--- src/rtl/uart_echo_fifo.sv ---
// UART receiver feeding an echo FIFO that is drained by a UART transmitter.
// Frame format, line rate and buffer depth are parameters; errors and overflow are flagged.
module uart_echo_fifo #(
    parameter int CLK_FREQ   = 50000000,
    parameter int BAUD       = 115200,
    parameter int DATA_BITS  = 8,
    parameter int PARITY     = 0,
    parameter int STOP_BITS  = 1,
    parameter int FIFO_DEPTH = 16
) (
    input  logic                          clk,
    input  logic                          rst,
    input  logic                          rxd,
    input  logic                          tx_pause,
    output logic                          txd,
    output logic                          tx_busy,
    output logic                          rx_frame_err,
    output logic                          rx_parity_err,
    output logic                          fifo_overflow,
    output logic [$clog2(FIFO_DEPTH):0]   fifo_count
);
    localparam int BIT_CNT = (CLK_FREQ + BAUD / 2) / BAUD;
    localparam int CNT_W   = $clog2(BIT_CNT + 1);
    localparam int AW      = $clog2(FIFO_DEPTH);
    localparam logic [CNT_W-1:0] BIT_LAST  = CNT_W'(BIT_CNT - 1);
    localparam logic [CNT_W-1:0] HALF_LAST = CNT_W'(BIT_CNT / 2 - 1);
    localparam logic [2:0]       IDX_LAST  = 3'(DATA_BITS - 1);
    localparam logic             STOP_LAST = 1'(STOP_BITS - 1);
    localparam logic [AW:0]      FULL_CNT  = (AW + 1)'(FIFO_DEPTH);

    typedef enum logic [2:0] {RX_IDLE, RX_START, RX_DATA, RX_PARITY, RX_STOP} rx_state_t;
    typedef enum logic [2:0] {TX_IDLE, TX_START, TX_DATA, TX_PARITY, TX_STOP} tx_state_t;

    logic rxd_s1, rxd_s2, rxd_d;

    always_ff @(posedge clk or posedge rst) begin
        if (rst) begin
            rxd_s1 <= 1'b1;
            rxd_s2 <= 1'b1;
            rxd_d  <= 1'b1;
        end else begin
            rxd_s1 <= rxd;
            rxd_s2 <= rxd_s1;
            rxd_d  <= rxd_s2;
        end
    end

    rx_state_t              rx_state;
    logic [CNT_W-1:0]       rx_cnt;
    logic [2:0]             rx_idx;
    logic [DATA_BITS-1:0]   rx_sh;
    logic                   rx_par;
    logic                   rx_tick, par_ok, rx_push;

    assign rx_tick = (rx_cnt == BIT_LAST);

    always_comb begin
        par_ok = 1'b1;
        if (PARITY == 1)
            par_ok = (^rx_sh) ^ rx_par;
        else if (PARITY == 2)
            par_ok = ~((^rx_sh) ^ rx_par);
    end

    assign rx_push = (rx_state == RX_STOP) && rx_tick && rxd_s2 && par_ok;

    always_ff @(posedge clk or posedge rst) begin
        if (rst) begin
            rx_state      <= RX_IDLE;
            rx_cnt        <= '0;
            rx_idx        <= '0;
            rx_sh         <= '0;
            rx_par        <= 1'b0;
            rx_frame_err  <= 1'b0;
            rx_parity_err <= 1'b0;
        end else begin
            rx_frame_err  <= 1'b0;
            rx_parity_err <= 1'b0;
            case (rx_state)
                RX_IDLE: begin
                    if (rxd_d && !rxd_s2) begin
                        rx_state <= RX_START;
                        rx_cnt   <= '0;
                    end
                end
                RX_START: begin
                    if (rx_cnt == HALF_LAST) begin
                        rx_cnt <= '0;
                        rx_idx <= '0;
                        rx_state <= rxd_s2 ? RX_IDLE : RX_DATA;
                    end else begin
                        rx_cnt <= rx_cnt + 1'b1;
                    end
                end
                RX_DATA: begin
                    if (rx_tick) begin
                        rx_cnt <= '0;
                        rx_sh  <= {rxd_s2, rx_sh[DATA_BITS-1:1]};
                        if (rx_idx == IDX_LAST)
                            rx_state <= (PARITY != 0) ? RX_PARITY : RX_STOP;
                        else
                            rx_idx <= rx_idx + 1'b1;
                    end else begin
                        rx_cnt <= rx_cnt + 1'b1;
                    end
                end
                RX_PARITY: begin
                    if (rx_tick) begin
                        rx_cnt   <= '0;
                        rx_par   <= rxd_s2;
                        rx_state <= RX_STOP;
                    end else begin
                        rx_cnt <= rx_cnt + 1'b1;
                    end
                end
                RX_STOP: begin
                    // Back to idle at the stop midpoint so the next start edge is not missed.
                    if (rx_tick) begin
                        rx_cnt   <= '0;
                        rx_state <= RX_IDLE;
                        if (!rxd_s2)
                            rx_frame_err <= 1'b1;
                        else if (!par_ok)
                            rx_parity_err <= 1'b1;
                    end else begin
                        rx_cnt <= rx_cnt + 1'b1;
                    end
                end
                default: rx_state <= RX_IDLE;
            endcase
        end
    end

    logic [DATA_BITS-1:0] mem [FIFO_DEPTH];
    logic [AW-1:0]        wr_ptr, rd_ptr;
    logic [DATA_BITS-1:0] rd_data;
    logic                 full, do_push, tx_pop, tx_last, tx_tick;

    assign full    = (fifo_count == FULL_CNT);
    assign do_push = rx_push && (!full || tx_pop);
    assign rd_data = mem[rd_ptr];

    always_ff @(posedge clk) begin
        if (do_push)
            mem[wr_ptr] <= rx_sh;
    end

    always_ff @(posedge clk or posedge rst) begin
        if (rst) begin
            wr_ptr        <= '0;
            rd_ptr        <= '0;
            fifo_count    <= '0;
            fifo_overflow <= 1'b0;
        end else begin
            fifo_overflow <= rx_push && full && !tx_pop;
            if (do_push)
                wr_ptr <= wr_ptr + 1'b1;
            if (tx_pop)
                rd_ptr <= rd_ptr + 1'b1;
            if (do_push && !tx_pop)
                fifo_count <= fifo_count + 1'b1;
            else if (!do_push && tx_pop)
                fifo_count <= fifo_count - 1'b1;
        end
    end

    tx_state_t            tx_state;
    logic [CNT_W-1:0]     tx_cnt;
    logic [2:0]           tx_idx;
    logic                 tx_stop_idx;
    logic [DATA_BITS-1:0] tx_sh;
    logic                 tx_par;

    assign tx_tick = (tx_cnt == BIT_LAST);
    assign tx_last = (tx_state == TX_STOP) && tx_tick && (tx_stop_idx == STOP_LAST);
    // Popping in the last stop cycle lets queued frames follow with no idle gap.
    assign tx_pop  = ((tx_state == TX_IDLE) || tx_last) && (fifo_count != '0) && !tx_pause;

    always_ff @(posedge clk or posedge rst) begin
        if (rst) begin
            tx_state    <= TX_IDLE;
            tx_cnt      <= '0;
            tx_idx      <= '0;
            tx_stop_idx <= 1'b0;
            tx_sh       <= '0;
            tx_par      <= 1'b0;
            txd         <= 1'b1;
            tx_busy     <= 1'b0;
        end else if (tx_pop) begin
            tx_state <= TX_START;
            tx_cnt   <= '0;
            tx_sh    <= rd_data;
            tx_par   <= (PARITY == 1) ? ~(^rd_data) : (^rd_data);
            txd      <= 1'b0;
            tx_busy  <= 1'b1;
        end else begin
            case (tx_state)
                TX_IDLE: ;
                TX_START: begin
                    if (tx_tick) begin
                        tx_cnt   <= '0;
                        tx_idx   <= '0;
                        tx_state <= TX_DATA;
                        txd      <= tx_sh[0];
                    end else begin
                        tx_cnt <= tx_cnt + 1'b1;
                    end
                end
                TX_DATA: begin
                    if (tx_tick) begin
                        tx_cnt <= '0;
                        if (tx_idx == IDX_LAST) begin
                            if (PARITY != 0) begin
                                tx_state <= TX_PARITY;
                                txd      <= tx_par;
                            end else begin
                                tx_state    <= TX_STOP;
                                tx_stop_idx <= 1'b0;
                                txd         <= 1'b1;
                            end
                        end else begin
                            tx_idx <= tx_idx + 1'b1;
                            tx_sh  <= tx_sh >> 1;
                            txd    <= tx_sh[1];
                        end
                    end else begin
                        tx_cnt <= tx_cnt + 1'b1;
                    end
                end
                TX_PARITY: begin
                    if (tx_tick) begin
                        tx_cnt      <= '0;
                        tx_state    <= TX_STOP;
                        tx_stop_idx <= 1'b0;
                        txd         <= 1'b1;
                    end else begin
                        tx_cnt <= tx_cnt + 1'b1;
                    end
                end
                TX_STOP: begin
                    if (tx_tick) begin
                        tx_cnt <= '0;
                        if (tx_stop_idx == STOP_LAST) begin
                            tx_state <= TX_IDLE;
                            tx_busy  <= 1'b0;
                        end else begin
                            tx_stop_idx <= tx_stop_idx + 1'b1;
                        end
                    end else begin
                        tx_cnt <= tx_cnt + 1'b1;
                    end
                end
                default: tx_state <= TX_IDLE;
            endcase
        end
    end
endmodule
--- config.mk ---
export PLATFORM = sky130hd
export DESIGN_NAME = uart_echo_fifo
export DESIGN_NICKNAME = d
export VERILOG_FILES = /design/src/rtl/uart_echo_fifo.sv
export SDC_FILE = /design/constraint.sdc
export NUM_CORES = 1
export LEC_CHECK = 0
export CAP_MARGIN = 10
export CORE_ASPECT_RATIO = 0.5
export CORE_UTILIZATION = 50
export CTS_CLUSTER_DIAMETER = 80
export CTS_CLUSTER_SIZE = 25
export DETAILED_ROUTE_END_ITERATION = 10
export PLACE_DENSITY = 0.76
export SLEW_MARGIN = 20
export SYNTH_ARGS = -nofsm -noshare
export SYNTH_HDL_FRONTEND = slang
export SYNTH_SLANG_ARGS = --single-unit
--- constraint.sdc ---
create_clock -name clk -period 3 [get_ports clk]
set_input_delay 0.3 -clock clk [delete_from_list [all_inputs] [get_ports clk]]
set_output_delay 0.3 -clock clk [all_outputs]
set_load 0.01 [all_outputs]
==> metrics.md <==
| Metric | Value |
|---|---|
| Final net count | `616` |
| Hold Fails Final Rpt | `0` |
| Tot Pwr | `5.08 mW` |
| Root buf cell | `clkbuf_16` |
| Drt wl/cell | `between 15 and 20 um` |
| Post-route ant nets | `0` |
| Clk pin slew, worst setup/hold paths | `around 70 ps` |
| Worst-Margin Slew | `roughly 860 ps` |
| Min-delay worst type | `primary input to register` |
| Finish-stage setup viols | `0` |
| First-pass GRT wire length | `between 20000 and 30000 um` |
| Inserted Diodes | `0` |
| Post-route DRC | `0` |
| Max_slew headroom | `0.424` |
| Fin crit period | `around 2900 ps` |
| Die Area | `0.0173 mm2` |
| Insertion delay to the later sink of the worst-skew pair | `430 ps` |
| Fill cells | `between 1000 and 1500` |
| Multi-input gate area | `around 0.0027 mm2` |
| Hold-fix buffers, CTS | `0` |
| DP HPWL | `10600 um` |
| IO buf count | `12` |
| Num CTS Buffers | `17` |
| Lkg Pwr | `approximately 3.8 nW` |
| Largest net degree at the start of global routing | `30` |
| CP startpoint | `fifo_count[1]` |
| Seq/Total Area, Yosys | `0.657` |
| Synth top area share | `0.459` |
| Routability cong. | `0.875` |
| Most frequent cells after synthesis | `edfxtp_1, dfrtp_1, mux4_2, nand2_1, o21ai_0` |
| Synth Cell Area | `0.00837 mm2` |
| Vias in the first global route | `~4900` |
| Hold_sp | `rxd` |
| Synth top area cells | `edfxtp_1, dfrtp_1, mux4_2` |
| Required @ worst endpoint | `3360 ps` |
| Die Ht | `~93 um` |
| DR pass1 iterations | `5` |
| Global route overflow | `0` |
| Count of cell types in the netlist | `63` |
| Vias/cell | `5.87` |
| IO Count | `14` |
| Share of post-route cells with drive strength above 1 | `0.247` |
| Starting DRC count in detailed routing | `around 330` |
| H-tree levels | `4` |
| Final worst path period share | `0.960` |
| Peak supply drop | `0.429 mV` |
| CP Class | `register to register` |
| Setup WS pre-CTS | `164 ps` |
| Syn_area_per_cell | `15.2 um2` |
| Hold WS | `around 280 ps` |
| Clock sink count | `194` |
| Post-synthesis cell count | `551` |
| Rows | `32` |
| Clk buf depth | `2` |
| All-layer global routing usage | `0.205` |
| Area grow syn2layout | `14.3%` |
| Vias | `~4800` |
| Async set-reset flop share out of synthesis | `0.340` |
| Starting Density | `0.528` |
| CTS tree | `yes` |
| Core Footprint | `0.0159 mm2` |
| Clk_skew | `approximately 12 ps` |
| Largest area contributor in the netlist | `edfxtp_1` |
| Number of max-cap violations | `0` |
| Power Density | `532 mW/mm2` |
| Synth Flop Type | `edfxtp_1` |
| Ys Warns | `0` |
| Final Slew Violations | `0` |
| CP Launch Type | `register` |
| DRT Wirelength | `16300 um` |
| Fmax | `347 MHz` |
| Post-synth EDFFs | `128` |
| Reg2reg start | `fifo_count[1]` |
| Worst Path Max Fanout | `4` |
| Status | `completed` |
| Initial antenna violation count | `0` |
| Setup tns final | `0 ps` |
| Sequential Area | `0.00550 mm2` |
| Worst Path Arrival | `3240 ps` |
| Syn Nets | `roughly 580` |
| #FFs+latches synth | `194` |
| DIE WIDTH | `around 180 um` |
| Top-count cell post-synth | `edfxtp_1` |
| Final WS setup | `119 ps` |
| Unrepaired setup endpoints after global routing | `no` |
| Crit. End Element | `register` |
cell type report:
type	count	share of cell area
inverter	16	0.00654
timing repair buffer	50	0.0463
clock buffer	17	0.0445
clock inverter	13	0.0124
multi-input combinational	313	0.286
tap	221	0.0289
sequential	194	0.576
placed cells by master, fill, tap and decap left out, types with 3 or more instances in the layout:
master | netlist | routed
edfxtp_1 | 128 | 128
dfrtp_1 | 62 | 60
buf_4 | 3 | 35
mux4_2 | 33 | 33
nand2_1 | 33 | 33
o21ai_0 | 24 | 22
nand3_1 | 20 | 20
nor2_1 | 19 | 19
ha_1 | 19 | 17
clkbuf_16 | 0 | 17
nor3_1 | 14 | 14
a22oi_1 | 14 | 14
xnor2_1 | 12 | 12
inv_1 | 15 | 12
clkdlybuf4s50_1 | 0 | 12
a21oi_1 | 11 | 10
mux2_2 | 10 | 10
and3_1 | 10 | 10
o221a_2 | 7 | 7
nor2b_1 | 6 | 6
mux2i_1 | 6 | 6
nand2b_1 | 6 | 6
and2_1 | 5 | 5
a21o_1 | 5 | 5
inv_6 | 0 | 5
nor3b_1 | 5 | 4
a31oi_1 | 4 | 4
nor4b_2 | 0 | 4
inv_8 | 0 | 4
dfstp_2 | 4 | 4
inv_2 | 1 | 3
nor4_1 | 3 | 3
nand4_1 | 3 | 3
o21a_1 | 3 | 3
clkinv_4 | 0 | 3
buf_12 | 0 | 3
critical path, stage by stage (launching register included):
cell     delay (ps)
dfrtp_1         400
or4_4           550
a211o_1         340
nand2_4          80
inv_1            40
ha_2            190
inv_4            80
ha_4            190
nor2b_1         130
o21a_1          180
or3_4           350
a21oi_4         160
xnor2_1         120
state kept, by name, summed over array words and instances (netlist names), 3 cells and up:
signal / count
mem: 128
rx_cnt: 9
tx_cnt: 9
rx_sh: 8
tx_sh: 8
fifo_count: 5
rd_ptr: 4
wr_ptr: 4
rx_idx: 3
rx_state: 3
tx_idx: 3
tx_state: 3
power by group:
part	total [mW]	switching, mW	internal, mW	leakage, nW
registers	2.86	0.0153	2.84	2.36
clock network	2.12	1.04	1.09	0.270
logic	0.104	0.0620	0.0423	1.19
logic make-up (layout without fill, tap and decap cells):
family	after synthesis	count (layout)	synth area share
xor gates and xnor gates	14	14	0.0147
other	1	1	0.000448
adders and majority gates	20	20	0.0308
AOI/OAI and AO/OA	81	81	0.0665
buffers and inverters	44	96	0.0239
DFF	194	194	0.657
and+or+nand+nor	147	147	0.0954
muxes	50	50	0.111
metal layers:
layer  wire [um]  vias up  track usage
met5           0        -            0
met4         274        0       0.0709
met3        1130       26       0.0533
met2        7780      180        0.320
met1        7120     2434        0.281
li1            -     2196            -
repair_timing:
action                                  CTS  global route
resized for setup                         0             8
endpoints found under the setup margin    0             1
setup buffers                             0             4
per-stage QoR:
stage | util | area [um2] | cells
after global routing | 0.603 | 9560 | 824
after global placement | 0.565 | 8950 | 790
after detailed placement | 0.565 | 8950 | 790
after CTS | 0.599 | 9500 | 820
after floorplan | - | 8380 | 551
final | 0.603 | 9560 | 824
path summary, 6_finish.rpt:
check / endpoint / slack (ps) / cells past startpoint
max: fifo_count[4] / 120 / 12
min: rxd_s1 / 280 / 1
max reg2reg: fifo_count[4] / 120 / 12
min reg2reg: rxd_s2 / 360 / 0
max in group asynchronous: txd / 2040 / 3
min in group asynchronous: rx_cnt[7] / 320 / 2
(Power assumes the default switching activity.)
